[src/rtl/qspi_mc.sv]
// Multi-device QSPI line-transfer engine: moves one cache line between external
// flash/SRAM and the icache/dcache over a 4-bit bus, one nibble per SCK period.
module qspi_mc #(
  parameter int PA          = 22,
  parameter int LINE_LENGTH = 4,
  parameter int NCS         = 2,
  parameter int ADDR_BYTES  = 3,
  parameter int FLASH_DUMMY = 4,
  parameter int SRAM_DUMMY  = 2,
  parameter int CS_HIGH     = 2,
  localparam int SW  = (NCS > 1) ? $clog2(NCS) : 1,
  localparam int OFF = $clog2(LINE_LENGTH)
) (
  input  logic              clk,
  input  logic              reset,
  input  logic              req,
  input  logic              i_d,
  input  logic              write,
  input  logic [SW-1:0]     cs_sel,
  input  logic [PA-OFF-1:0] paddr,
  input  logic [3:0]        dwrite,
  output logic [3:0]        rnib,
  output logic              wstrobe_i,
  output logic              wstrobe_d,
  output logic              rstrobe_d,
  output logic              done,
  output logic              error,
  output logic              busy,
  output logic              sck,
  output logic [NCS-1:0]    cs,
  input  logic [3:0]        uio_in,
  output logic [3:0]        uio_out,
  output logic [3:0]        uio_oe
);

  localparam int AW    = ADDR_BYTES * 8;
  localparam int DLEN  = 2 * LINE_LENGTH;
  localparam int NMAX0 = (DLEN > 2 * ADDR_BYTES) ? DLEN : 2 * ADDR_BYTES;
  localparam int NMAX1 = (NMAX0 > FLASH_DUMMY) ? NMAX0 : FLASH_DUMMY;
  localparam int NMAX  = (NMAX1 > SRAM_DUMMY) ? NMAX1 : SRAM_DUMMY;
  localparam int CW    = $clog2(NMAX + 1);
  localparam int GW    = $clog2(CS_HIGH + 2);

  typedef enum logic [2:0] {
    S_IDLE, S_CMD, S_ADDR, S_DUMMY, S_DATA, S_GAP
  } state_t;

  state_t          state_q;
  logic            phase_q;      // 0 = SCK low phase, 1 = SCK high phase
  logic [CW-1:0]   nib_q;
  logic [CW-1:0]   dummy_q;
  logic [GW-1:0]   gap_q;
  logic            blocked_q;
  logic            i_d_q;
  logic            write_q;
  logic [AW+7:0]   sr_q;

  logic [CW-1:0]   state_len;
  logic            nib_last;
  state_t          adv_state;
  state_t          nxt_state;
  logic            req_bad;
  logic            gap_ok;
  logic [7:0]      cmd_byte;
  logic [PA-1:0]   addr_full;
  logic [AW-1:0]   addr_bytes;
  logic [CW-1:0]   req_dummy;

  // NOTE: every signal gets a default before the case so no latch is inferred.
  always_comb begin
    state_len = '0;
    adv_state = S_IDLE;
    case (state_q)
      S_CMD: begin
        state_len = CW'(2);
        adv_state = S_ADDR;
      end
      S_ADDR: begin
        state_len = CW'(2 * ADDR_BYTES);
        adv_state = (write_q || dummy_q == '0) ? S_DATA : S_DUMMY;
      end
      S_DUMMY: begin
        state_len = dummy_q;
        adv_state = S_DATA;
      end
      S_DATA: begin
        state_len = CW'(DLEN);
        adv_state = S_GAP;
      end
      default: ;
    endcase
  end

  assign nib_last  = (nib_q == state_len - CW'(1));
  assign nxt_state = nib_last ? adv_state : state_q;

  assign req_bad    = (write && cs_sel == '0) || (int'(cs_sel) >= NCS);
  assign gap_ok     = (int'(gap_q) >= CS_HIGH);
  assign cmd_byte   = (cs_sel == '0) ? 8'hEB : (write ? 8'h02 : 8'h03);
  assign addr_full  = {paddr, {OFF{1'b0}}};
  assign addr_bytes = AW'(addr_full);
  assign req_dummy  = write ? '0 : ((cs_sel == '0) ? CW'(FLASH_DUMMY) : CW'(SRAM_DUMMY));

  // NOTE: sequential state uses non-blocking assignments only; reset is synchronous.
  always_ff @(posedge clk) begin
    if (!reset) begin
      state_q   <= S_IDLE;
      phase_q   <= 1'b0;
      nib_q     <= '0;
      dummy_q   <= '0;
      gap_q     <= GW'(CS_HIGH);
      blocked_q <= 1'b0;
      i_d_q     <= 1'b0;
      write_q   <= 1'b0;
      sr_q      <= '0;
      rnib      <= 4'h0;
      wstrobe_i <= 1'b0;
      wstrobe_d <= 1'b0;
      rstrobe_d <= 1'b0;
      done      <= 1'b0;
      error     <= 1'b0;
      busy      <= 1'b0;
      sck       <= 1'b0;
      cs        <= '1;
      uio_out   <= 4'h0;
      uio_oe    <= 4'h0;
    end else begin
      wstrobe_i <= 1'b0;
      wstrobe_d <= 1'b0;
      rstrobe_d <= 1'b0;
      done      <= 1'b0;
      error     <= 1'b0;
      if (!req) blocked_q <= 1'b0;

      case (state_q)
        S_IDLE: begin
          if (req && !blocked_q && gap_ok) begin
            if (req_bad) begin
              // One error pulse per request; requester must drop req to retry.
              error     <= 1'b1;
              blocked_q <= 1'b1;
            end else begin
              state_q <= S_CMD;
              phase_q <= 1'b0;
              nib_q   <= '0;
              i_d_q   <= i_d;
              write_q <= write;
              dummy_q <= req_dummy;
              sr_q    <= {cmd_byte[3:0], addr_bytes, 4'h0};
              uio_out <= cmd_byte[7:4];
              uio_oe  <= 4'hF;
              cs      <= ~(NCS'(1) << cs_sel);
              busy    <= 1'b1;
            end
          end
        end

        S_GAP: begin
          gap_q <= gap_q + GW'(1);
          if (int'(gap_q) + 1 >= CS_HIGH) begin
            state_q <= S_IDLE;
            busy    <= 1'b0;
          end
        end

        default: begin
          if (!phase_q) begin
            phase_q <= 1'b1;
            sck     <= 1'b1;
            if (state_q == S_DATA && write_q) uio_out <= dwrite;
          end else begin
            phase_q <= 1'b0;
            sck     <= 1'b0;
            if (state_q == S_DATA && !write_q) begin
              rnib      <= uio_in;
              wstrobe_i <= i_d_q;
              wstrobe_d <= !i_d_q;
            end
            nib_q   <= nib_last ? '0 : nib_q + CW'(1);
            state_q <= nxt_state;
            // Set up the outputs of the coming low phase.
            case (nxt_state)
              S_CMD, S_ADDR: begin
                uio_out <= sr_q[AW+7 -: 4];
                sr_q    <= sr_q << 4;
                uio_oe  <= 4'hF;
              end
              S_DUMMY: uio_oe <= 4'h0;
              S_DATA: begin
                uio_oe    <= write_q ? 4'hF : 4'h0;
                rstrobe_d <= write_q;
              end
              default: begin
                cs     <= '1;
                uio_oe <= 4'h0;
                done   <= 1'b1;
                gap_q  <= '0;
              end
            endcase
          end
        end
      endcase
    end
  end

endmodule
[config.mk]
export PLATFORM = sky130hd
export DESIGN_NAME = qspi_mc
export DESIGN_NICKNAME = d
export VERILOG_FILES = /design/src/rtl/qspi_mc.sv
export SDC_FILE = /design/constraint.sdc
export NUM_CORES = 1
export LEC_CHECK = 0
export CAP_MARGIN = 40
export CORE_MARGIN = 2
export CORE_UTILIZATION = 50
export DETAILED_ROUTE_END_ITERATION = 10
export PLACE_DENSITY = 0.76
export SETUP_SLACK_MARGIN = 0.3
export SYNTH_ARGS = -nofsm -noshare
export SYNTH_HDL_FRONTEND = slang
export SYNTH_SLANG_ARGS = --single-unit
[constraint.sdc]
create_clock -name clk -period 4.15 [get_ports clk]
set_clock_uncertainty 0.1 [all_clocks]
set_input_delay 1.0375 -clock clk [delete_from_list [all_inputs] [get_ports clk]]
set_output_delay 1.0375 -clock clk [all_outputs]
set_load 0.01 [all_outputs]
==> flow_summary_export.csv <==
group,metric,value,unit
outcome,status,"finished, final reports clean",
sta,finalHoldViolations,0,
floorplan,number_of_top_level_design_ports,55,
routing,detail_route.wl_per_cell,15.5,µm
power_and_ir_drop,p_leak,1.46,nW
worst_setup_path,path_class,"reg2reg",
global_routing,vias_in_the_first_global_route,2562,
worst_setup_path,reg2regPathDepth,8,
yosys,syn-num-nets,385,
clock_network,tritoncts_clock_tree,"yes",
yosys,synthesis.instances,347,
floorplan,placement_rows,27,
finish,final_util,67.2,%
global_routing,initial_antenna_violation_count,0,
floorplan,chipHeight,80.6,µm
yosys,synth-async-reset-ratio,0,%
floorplan,starting_utilization_of_the_core_area,52.6,%
place,io_buffer_count,54,
global_routing,globalRouteTotalUtil,23.8,%
sta,timing.final.ws_setup,717,ps
place,detailed_place.area,3500,µm²
clock_network,post_cts_hold_buffer_count,0,
routing,dr.first_iter.drc_count,226,
yosys,synth-main-ff-cell,"sky130_fd_sc_hd__dfxtp_1",
job,timing.max_cap.violations,0,
routing,via_count,2748,
place,post-dp-hpwl,4.90,mm
power_and_ir_drop,portion_of_total_power_attributed_to_combinational_logic,14.6,%
sta,total_count_of_max_transition_violations_in_the_final_report,0,
power_and_ir_drop,powerDensity,399,nW/µm²
power_and_ir_drop,power.share.switching,24.5,%
routing,routed_wirelength,7.32,mm
finish,filler_cell_count,460,
worst_setup_path,critical_path_peak_fanout,18,
power_and_ir_drop,p_int,0.00113,W
worst_setup_path,category_of_the_worst_setup_path_capture_point,"register",
clock_network,numCtsBuffers,9,
sta,tightest_slew,904,ps
floorplan,die_width,80.6,µm
sta,fmax,0.291,GHz
clock_network,htreeDepth,3,
yosys,synth_top_cells_by_area,"sky130_fd_sc_hd__dfxtp_1, sky130_fd_sc_hd__nand2_1, sky130_fd_sc_hd__mux2i_1",
yosys,synth.ff_latch_count,59,
yosys,synth_area,2930,µm²
worst_setup_path,critical_path.startpoint,"state_q[0]",
sta,final.period_utilization,82.7,%
place,gp_routability_congestion,0.846,
yosys,yosys.area.top_type_share,40.3,%
clock_network,cts_max_path_buffers,2,
finish,area_delta_synth_final,27.7,%
worst_setup_path,crit_required,4300,ps
clock_network,clk_transition_reported_paths,70,ps
power_and_ir_drop,total_switching_power,0.000366,W
finish,drive_gt1_share,9.52,%
floorplan,fp.dieArea,6490,µm²
yosys,synth.most_common_cell,"sky130_fd_sc_hd__nand2_1",
global_routing,grt_pass1_wl,11.9,mm
floorplan,core_area,5570,µm²
routing,detail_route.vias_per_cell,5.83,
yosys,synth_unique_cells,57,
routing,first_pass_iteration_count_of_the_detailed_router,4,
worst_setup_path,r2r_setup_slk,720,ps
worst_setup_path,worst_setup_path_endpoint,"state_q[0]",
power_and_ir_drop,power.share.sequential,42.3,%
yosys,synth_sequential_area_ratio,40.3,%
sta,finalSetupViolCount,0,
global_routing,globalRoute.totalOverflow,0,
worst_setup_path,crit_path_start_kind,"register",
yosys,synth_edf_count,0,
clock_network,worstSkewPairLatency,340,ps
yosys,synthesis.yosys.warnings,0,
routing,drc_errors,0,
routing,ant_nets,0,
sta,slew_headroom,39.7,%
yosys,most_frequent_cells_after_synthesis,"sky130_fd_sc_hd__nand2_1, sky130_fd_sc_hd__dfxtp_1, sky130_fd_sc_hd__a311oi_1, sky130_fd_sc_hd__clkbuf_1, sky130_fd_sc_hd__a31oi_1",
finish,final_nets,432,
power_and_ir_drop,peakVddDrop,0.000304,V
min_path,holdCritPathClass,"reg2reg",
place,place_worst_setup_slack,632,ps
sta,totalNegativeSetupSlack,0,ps
sta,final.min_clock_period,3430,ps
global_routing,pin_count_of_the_biggest_net_entering_global_routing,38,
clock_network,cts_post_setup_buffers_inserted,0,
yosys,synth_largest_area_cell,"sky130_fd_sc_hd__dfxtp_1",
worst_setup_path,crit_arrival,3590,ps
worst_setup_path,regToRegEndpoint,"state_q[0]",
yosys,synth_area_per_cell,8.45,µm²
worst_setup_path,critical_path.reg2reg.startpoint,"state_q[0]",
clock_network,root_buffer,"sky130_fd_sc_hd__clkbuf_8",
sta,grt_setup_unrepaired,"false",
finish,antenna_cells,0,
power_and_ir_drop,power.share.clock,43.1,%
clock_network,post_cts_resized,0,
clock_network,tritoncts_num_sinks,59,
finish,finalInstanceArea,3740,µm²
## flip-flops by register name (all words and copies together), names as in the netlist
| register | flops |
|---|---|
| sr_q | 26 |
| nib_q | 4 |
| rnib | 4 |
| uio_out | 4 |
| state_q | 3 |
| cs | 2 |
| dummy_q | 2 |
| gap_q | 2 |
| blocked_q | 1 |
| busy | 1 |
| done | 1 |
| error | 1 |
| i_d_q | 1 |
| phase_q | 1 |
| rstrobe_d | 1 |
| sck | 1 |
| uio_oe | 1 |
| write_q | 1 |
| wstrobe_d | 1 |
| wstrobe_i | 1 |
## per-stage QoR
step,hold WS [ps],std cells,power [W]
after floorplan,325,347,0.000776
after global placement,343,455,0.000855
after detailed placement,348,455,0.000861
after CTS,361,471,0.00150
after global routing,377,471,0.00155
final,359,471,0.00149
## cell families after synthesis
logic type | share of synthesized area, %
AND/OR/NAND/NOR | 20.6
AO/OA/AOI/OAI | 22.3
flip-flops | 40.3
buffers and inverters | 6.27
multiplexers | 7.38
XOR/XNOR | 1.49
adder cells (fa/ha/maj) | 1.71
## worst max-delay path: stages (launching register included)
cell	delay, ps
sky130_fd_sc_hd__dfxtp_1	760
sky130_fd_sc_hd__o21bai_1	300
sky130_fd_sc_hd__or2_2	360
sky130_fd_sc_hd__ha_1	210
sky130_fd_sc_hd__xnor2_1	230
sky130_fd_sc_hd__xor2_1	220
sky130_fd_sc_hd__o2111ai_1	480
sky130_fd_sc_hd__a211o_1	430
sky130_fd_sc_hd__a311oi_1	240
## routing by layer
metal | vias to the layer above | GRT usage, % | share of wire [%]
li1 | 1354 | - | -
met4 | 0 | 9.15 | 1.1
met2 | 87 | 36.6 | 46
met3 | 10 | 5.73 | 6.9
met1 | 1297 | 32.1 | 46
met5 | - | 0 | 0
## area by class of cell
type | instances | area [µm²] | share of cell area (%)
flip-flops and latches | 59 | 1180 | 31.5
repair buffers | 66 | 631 | 16.8
inverters | 8 | 30.0 | 0.802
clock inverters | 5 | 100 | 2.67
well taps | 72 | 90.1 | 2.41
multi-input cells | 250 | 1570 | 42.0
clock buffers | 11 | 141 | 3.78
## power groups by stage
stage	Clock, W	Sequential [W]	Combinational, W
after detailed placement	0	0.000644	0.000218
after global placement	0	0.000643	0.000212
after floorplan	0	0.000635	0.000142
after global routing	0.000678	0.000636	0.000239
after CTS	0.000651	0.000631	0.000219
final	0.000644	0.000632	0.000218
## cells in the final DEF, fill, tap and decap left out, drive strengths merged, types with 3 or more instances in the layout
master,n
clkbuf,11
o22ai,4
mux2i,16
dfxtp,59
o21ai,16
a311oi,18
and3,4
inv,6
o2111ai,3
a21oi,10
bufinv,3
and4,3
nand3,10
clkinv,4
buf,12
nand2b,6
nor3,8
xnor2,3
nand2,65
mux2,5
nor2,16
ha,4
clkdlybuf4s50,54
a31oi,17
nor2b,5
## worst min path at each step
stage	from	to	depth (start not counted)
finish	i_d_q	wstrobe_i	2
global route	i_d_q	wstrobe_i	2
CTS	i_d_q	wstrobe_i	2
detailed placement	uio_out[0]	uio_out[0]	2
global placement	i_d_q	wstrobe_d	1
floorplan	i_d_q	wstrobe_d	1
No activity file was read; power rests on OpenSTA's default activity.
